File: src/rtl/reg_file32.sv
// reg_file32: 2**ADDR_W x DATA_W register file with two combinational read ports,
// one synchronous write port, hard-wired zero at address 0 and optional write forwarding.
module reg_file32 #(
   parameter int              DATA_W    = 32,
   parameter int              ADDR_W    = 5,
   parameter bit              BYPASS    = 1'b1,
   parameter logic [DATA_W-1:0] RESET_VAL = '0
) (
   input  logic              clk,
   input  logic              rst_n,
   input  logic              we,
   input  logic [ADDR_W-1:0] wr_addr,
   input  logic [DATA_W-1:0] wr_data,
   input  logic [ADDR_W-1:0] rs_addr,
   input  logic [ADDR_W-1:0] rt_addr,
   output logic [DATA_W-1:0] rega,
   output logic [DATA_W-1:0] regb
);
   localparam int N = 2 ** ADDR_W;
   logic [DATA_W-1:0] regs [N];
   logic              wr_hit;
   // entry 0 is held at zero and never written; reads of address 0 are also forced to zero
   always_ff @(posedge clk or negedge rst_n) begin
      if (!rst_n) begin
         regs[0] <= '0;
         for (int i = 1; i < N; i++) regs[i] <= RESET_VAL;
      end else if (we && wr_addr != '0) begin
         regs[wr_addr] <= wr_data;
      end
   end
   // forwarding is suppressed during reset, since no write will land
   always_comb begin
      wr_hit = BYPASS && rst_n && we && wr_addr != '0;
      rega = (rs_addr == '0) ? '0 : (wr_hit && wr_addr == rs_addr) ? wr_data : regs[rs_addr];
      regb = (rt_addr == '0) ? '0 : (wr_hit && wr_addr == rt_addr) ? wr_data : regs[rt_addr];
   end
endmodule
File: config.mk
export PLATFORM = sky130hd
export DESIGN_NAME = reg_file32
export DESIGN_NICKNAME = d
export VERILOG_FILES = /design/src/rtl/reg_file32.sv
export SDC_FILE = /design/constraint.sdc
export NUM_CORES = 2
export LEC_CHECK = 0
export ABC_CLOCK_PERIOD_IN_PS = 2600
export CORE_MARGIN = 5
export CORE_UTILIZATION = 40
export CTS_BUF_LIST = sky130_fd_sc_hd__clkbuf_2
export DETAILED_ROUTE_END_ITERATION = 10
export PLACE_DENSITY_LB_ADDON = 0.2
export SYNTH_ARGS = -nofsm -noshare
export SYNTH_HDL_FRONTEND = slang
export SYNTH_SLANG_ARGS = --single-unit
File: constraint.sdc
create_clock -name clk -period 2.6 [get_ports clk]
set_input_delay 0.39 -clock clk [delete_from_list [all_inputs] [get_ports clk]]
set_output_delay 0.39 -clock clk [all_outputs]
set_load 0.01 [all_outputs]
Yosys cells after proc, flatten, opt, wreduce, memory -nomap -nowiden:

Cells that the tools add are included.

* bits in registers: 1024
* input port bits: 50
* output and inout bits: 64

* $lt $le $gt $ge: 4
* equality and inequality tests: 2
* multiplexer cells: 13
* bitwise operators: 3
* reduce and logical (&&, ||, !) cells: 9

Operator list (count)
* 1024-bit bitwise mux: 1
* 32-bit binary-select mux with 5-bit select: 2
* 32-bit two-way mux: 9
* 32-bit demux with 5-bit select: 1
* 6-bit >= comparator, second input constant: 3
* 5-bit NOT with 6-bit output: 3
* 5-bit equality test: 2
* 5-bit zero test: 2
* 1-bit logical AND: 6
* 6-bit by 1-bit less-than comparator with 1-bit output, second input constant: 1
* 5-bit nonzero test: 1

Depth between registers and ports, before layout:

* depth in word-level cells: 6
* depth in mapped cells: 10

Worst setup path before layout:

No wires, ideal clock.

* path type: input to output
* start point: input rt_addr[1]
* end point: output regb[11]
* arrival: 1.975 ns
* required time: 2.210 ns
* slack: 0.235 ns
* stages: 8
* path buffers: 3
* path through: buf_2 > or3b_2 > buf_2 > buf_2 > o22ai_1 > a211o_1 > a21oi_1 > o31ai_1

* word-level cells in the longest chain between the ends: 6
* elaborated cells between the ends (all ways): 9
* classes of those cells: 1 x eq/ne; 5 x mux; 1 x bitwise; 2 x reduce/logical

Ends and longest elaborated chain
* start, declared: RTL line 15 `input logic [ADDR_W-1:0] rt_addr,`
* 5-bit NOT with 6-bit output (implied by the code): RTL line 35 `regb = (rt_addr == '0) ? '0 : (wr_hit && wr_addr == rt_addr) ? wr_data : regs[rt_addr];`
* 32-bit binary-select mux with 5-bit select: RTL line 35
* 32-bit two-way mux (implied by the code) (2 in series): RTL line 35
* 32-bit two-way mux: RTL line 35
* 32-bit two-way mux *: RTL line 35
* end, declared: RTL line 17 `output logic [DATA_W-1:0] regb`

Mark *: on every way between the ends. The rest lies on a longest branch, timed or not. The select of a mux whose other input is x is not followed.

Worst setup path in the final report:

* start point: register regs[661] in the netlist's numbering
* end point: output rega[21]

* word-level cells in the longest chain between the ends: 5

Ends and longest elaborated chain
* start, declared: RTL line 20 `logic [DATA_W-1:0] regs [N];`
* start signal, assigned by index: RTL line 28 `regs[wr_addr] <= wr_data;`
* 32-bit binary-select mux with 5-bit select: RTL line 34 `rega = (rs_addr == '0) ? '0 : (wr_hit && wr_addr == rs_addr) ? wr_data : regs[rs_addr];`
* 32-bit two-way mux (implied by the code) (2 in series): RTL line 34
* 32-bit two-way mux (2 in series): RTL line 34
* end, declared: RTL line 16 `output logic [DATA_W-1:0] rega,`

No other way between the ends. The select of a mux whose other input is x is not followed.

==> flow_metrics.py <==
metrics = {
    "yosys": {
        "ys_ff_latch": 1024,
        "synth_area_um2": 55910,
        "yosys.area.top_type": "dfrtp_1",
        "avgSynthCellArea_um2": 14.14,
        "synthXorXnorAreaFrac_pct": 0.1567,
        "synthTopCellsByArea": "dfrtp_1 46%, mux2_2 21%, mux4_2 14%, mux2i_1 5.9%, clkbuf_1 1.4%",
        "synth-adder-area-share_pct": 0,
        "synth_cells": 3954,
        "yosys.area_share.simple_pct": 2.621,
        "yosysWarnings": 0,
        "synth_top_family_by_area": "multiplexers",
        "yosysSeqAreaShare_pct": 45.83,
        "synth-edff-count": 0,
        "ys_async_sr_fraction_pct": 100.0,
        "synth_top_area_share_pct": 45.83,
        "synth-compound-area-share_pct": 5.429,
        "dominantRegCellSynth": "dfrtp_1",
        "synth_mux_area_share_pct": 41.72,
        "synth.distinct_cells": 57,
        "syn-num-nets": 4004,
    },
    "cells_and_area": {
        "n_fill_cell": 12310,
        "reg_top3": "regs (1024)",
        "stdcell_count": 6752,
        "seqCellArea_um2": 25620,
        "largest_register_ffs": 1024,
        "fin_nets": 4746,
        "drive_above_1_share_pct": 59.25,
        "utilization_pct": 49.56,
        "mostFrequentLayoutCells": "1030 x mux2_2, 1024 x dfrtp_1, 535 x buf_4",
        "multiInputGateArea_um2": 29580,
        "area_growth_pct": 23.39,
        "mostFrequentLayoutCell": "mux2_2",
        "top_register": "regs",
    },
    "cts": {
        "cts_tree": "built",
        "cts_sinks": 1024,
        "numCtsBuffers": 297,
        "clock_latency_ps": 1710,
        "clk_pin_slew_ps": 90,
        "cts_buffer_depth": 4,
        "root_buffer": "clkbuf_2",
        "cts_max_level": 5,
    },
    "timing": {
        "timing.fmax_mhz": 249.5,
        "fin_setup_tns_ps": -79630,
        "fin_skew_ps": 0,
        "period_needed_ps": 4009,
        "setup_viol": 64,
        "fin_crit_sh_pct": 154.2,
        "relSlewSlack_pct": 18.52,
        "hold_viol_final": 0,
        "holdWs_ps": 173.1,
        "worst_pin_slew_ps": 1222,
        "rsz0062_at_grt": "yes",
        "layout_setup_ws_ps": -1409,
        "drv_slew": 0,
    },
    "die": {
        "io_pins": 114,
        "die_w_um": 383.9,
        "initial_utilization_pct": 40.17,
        "rows": 137,
        "coreArea_um2": 139200,
        "die_area_um2": 147300,
        "chipHeight_um": 383.9,
    },
    "route": {
        "wl_met1_um": 90830,
        "met3_length_um": 18820,
        "highest_layer": "met5",
        "drc": 0,
        "drt_pass1_iterations": 5,
        "avgRoutedWirePerCell_um": 31.80,
        "met2_length_um": 97620,
        "via_per_inst": 6.125,
        "ant_nets": 0,
        "drt-total-wl_um": 214700,
        "vias": 41350,
        "drt_iter0_markers": 4110,
    },
    "placed_design": {
        "dp_hpwl_um": 138200,
        "io_buffers": 113,
        "place.gp.congestion": 0.8449,
        "dp_cells": 6160,
    },
    "setup_path": {
        "critPathTopFamily": "multiplexers",
        "path_cells": "mux4_2 > o211ai_1 > a21oi_2 > nor4_2 > buf_4 > a21oi_2 > buf_2",
        "path_buf_inv": 2,
        "end_kind": "output pin",
        "cp_data_required_time_ps": 2210,
        "crit_path_start_kind": "register",
        "crit_arrival_ps": 3620,
        "cpPeakStageDelay_ps": 460,
        "crit_path_frequent_cell": "a21oi_2",
        "cp_slowest_cell": "mux4_2",
        "crit_type": "register to output pin",
        "crit_fanout": 2,
    },
    "pwr": {
        "leakage_nw": 31.24,
        "p_per_area_nw_per_um2": 651.8,
        "ir_drop_mv": 0.4634,
        "total_power_mw": 44.97,
    },
    "grt": {
        "track_usage_pct": 28.90,
        "grt_pass1_wl_um": 309000,
        "grt_max_degree": 169,
        "overflow": 0,
        "antenna_found_initial": 11,
        "grt_pass1_vias": 42840,
    },
    "outcome": {
        "violations": "negative setup slack",
        "run_status": "complete, but fails checks",
    },
    "hold_path": {
        "hp-class": "input pin to register",
    },
    "flow_run": {
        "drv_cap": 0,
    },
}
-- path summary, 6_finish.rpt --
check / startpoint / end / slack (ps) / depth (start not counted)
worst max register to register: regs[730]$_DFFE_PN0P_ / regs[730]$_DFFE_PN0P_ / 1260 / 2
max in group asynchronous: rst_n / regs[424]$_DFFE_PN0P_ / 510 / 6
min in group asynchronous: rst_n / regs[82]$_DFFE_PN0P_ / 260 / 5
worst min register to register: regs[1012]$_DFFE_PN0P_ / regs[1012]$_DFFE_PN0P_ / 400 / 0
worst min-delay path: wr_data[27] / regs[379]$_DFFE_PN0P_ / 170 / 4
worst max-delay path: regs[661]$_DFFE_PN0P_ / rega[21] / -1410 / 7
-- kinds of logic (layout without fill, tap and decap cells) --
| family | count (synthesis) | count (layout) |
|---|---|---|
| compound gates | 418 | 418 |
| xor+xnor | 10 | 10 |
| buf+inv | 451 | 1363 |
| flops | 1024 | 1024 |
| mux | 1751 | 1751 |
| other cells | 0 | 10 |
| simple gates | 300 | 300 |
-- cell type report --
cell class	count	share of cell area [%]
antenna	10	0.03627
clock inverter	48	0.3065
clock buffer	421	3.054
inverter	3	0.01632
timing repair buffer	891	13.15
multi-input combinational	2479	42.89
tap	1876	3.403
sequential	1024	37.15
-- repair_timing --
action	CTS	global route
setup buffers	57	19
setup endpoints to repair	64	64
hold buffers	59	0
pin swaps	126	81
hold endpoints to repair	2016	0
resized for setup	486	92
-- cell usage after synthesis, drive strengths merged (2+ instances only) --
library cell	count
o211ai	4
a211o	33
mux2i	328
and3	10
o31ai	34
a211oi	15
nand3b	7
nor3b	6
a221oi	57
xor2	2
o22ai	43
a22oi	31
xnor2	8
a21oi	87
nor2b	12
nor4	7
or2	4
nand2	116
nand2b	4
mux4	357
o32ai	3
or3b	2
o221a	7
a21o	3
nand4	34
o221ai	32
and2	3
nor3	12
nand3	27
o21ai	37
a221o	8
mux2	1066
dfrtp	1024
nor2	52
inv	3
buf	241
clkbuf	207
a31oi	21
and3b	2
-- tightest hold or removal path, stage by stage --
cell and delay (ps):
dlygate4sd3_1 530, clkdlybuf4s50_1 530, buf_12 160, mux2_2 150
-- stage by stage --
step | instance area [um2] | setup WS (ps)
6_report | 68980 | -1409
5_1_grt | 68970 | -1619
4_1_cts | 68350 | -1578
3_5_place_dp | 64350 | -1094
3_3_place_gp | 64350 | -1096
2_1_floorplan | 55910 | 235.1
-- per-layer routing --
layer  global-route usage (%)  up-vias
met4                    9.726        2
met5                        0        -
met2                    44.58     1841
met1                    39.98    22270
li1                         -    16840
met3                    7.346      405
-- power by group --
part           switching, mW  internal [mW]  leakage, nW
combinational           5.13           7.22         16.3
clock                   7.16           4.34         1.85
sequential              2.19           18.9         13.1
total                   14.5           30.5         31.2
No activity file was read; power rests on OpenSTA's default activity.
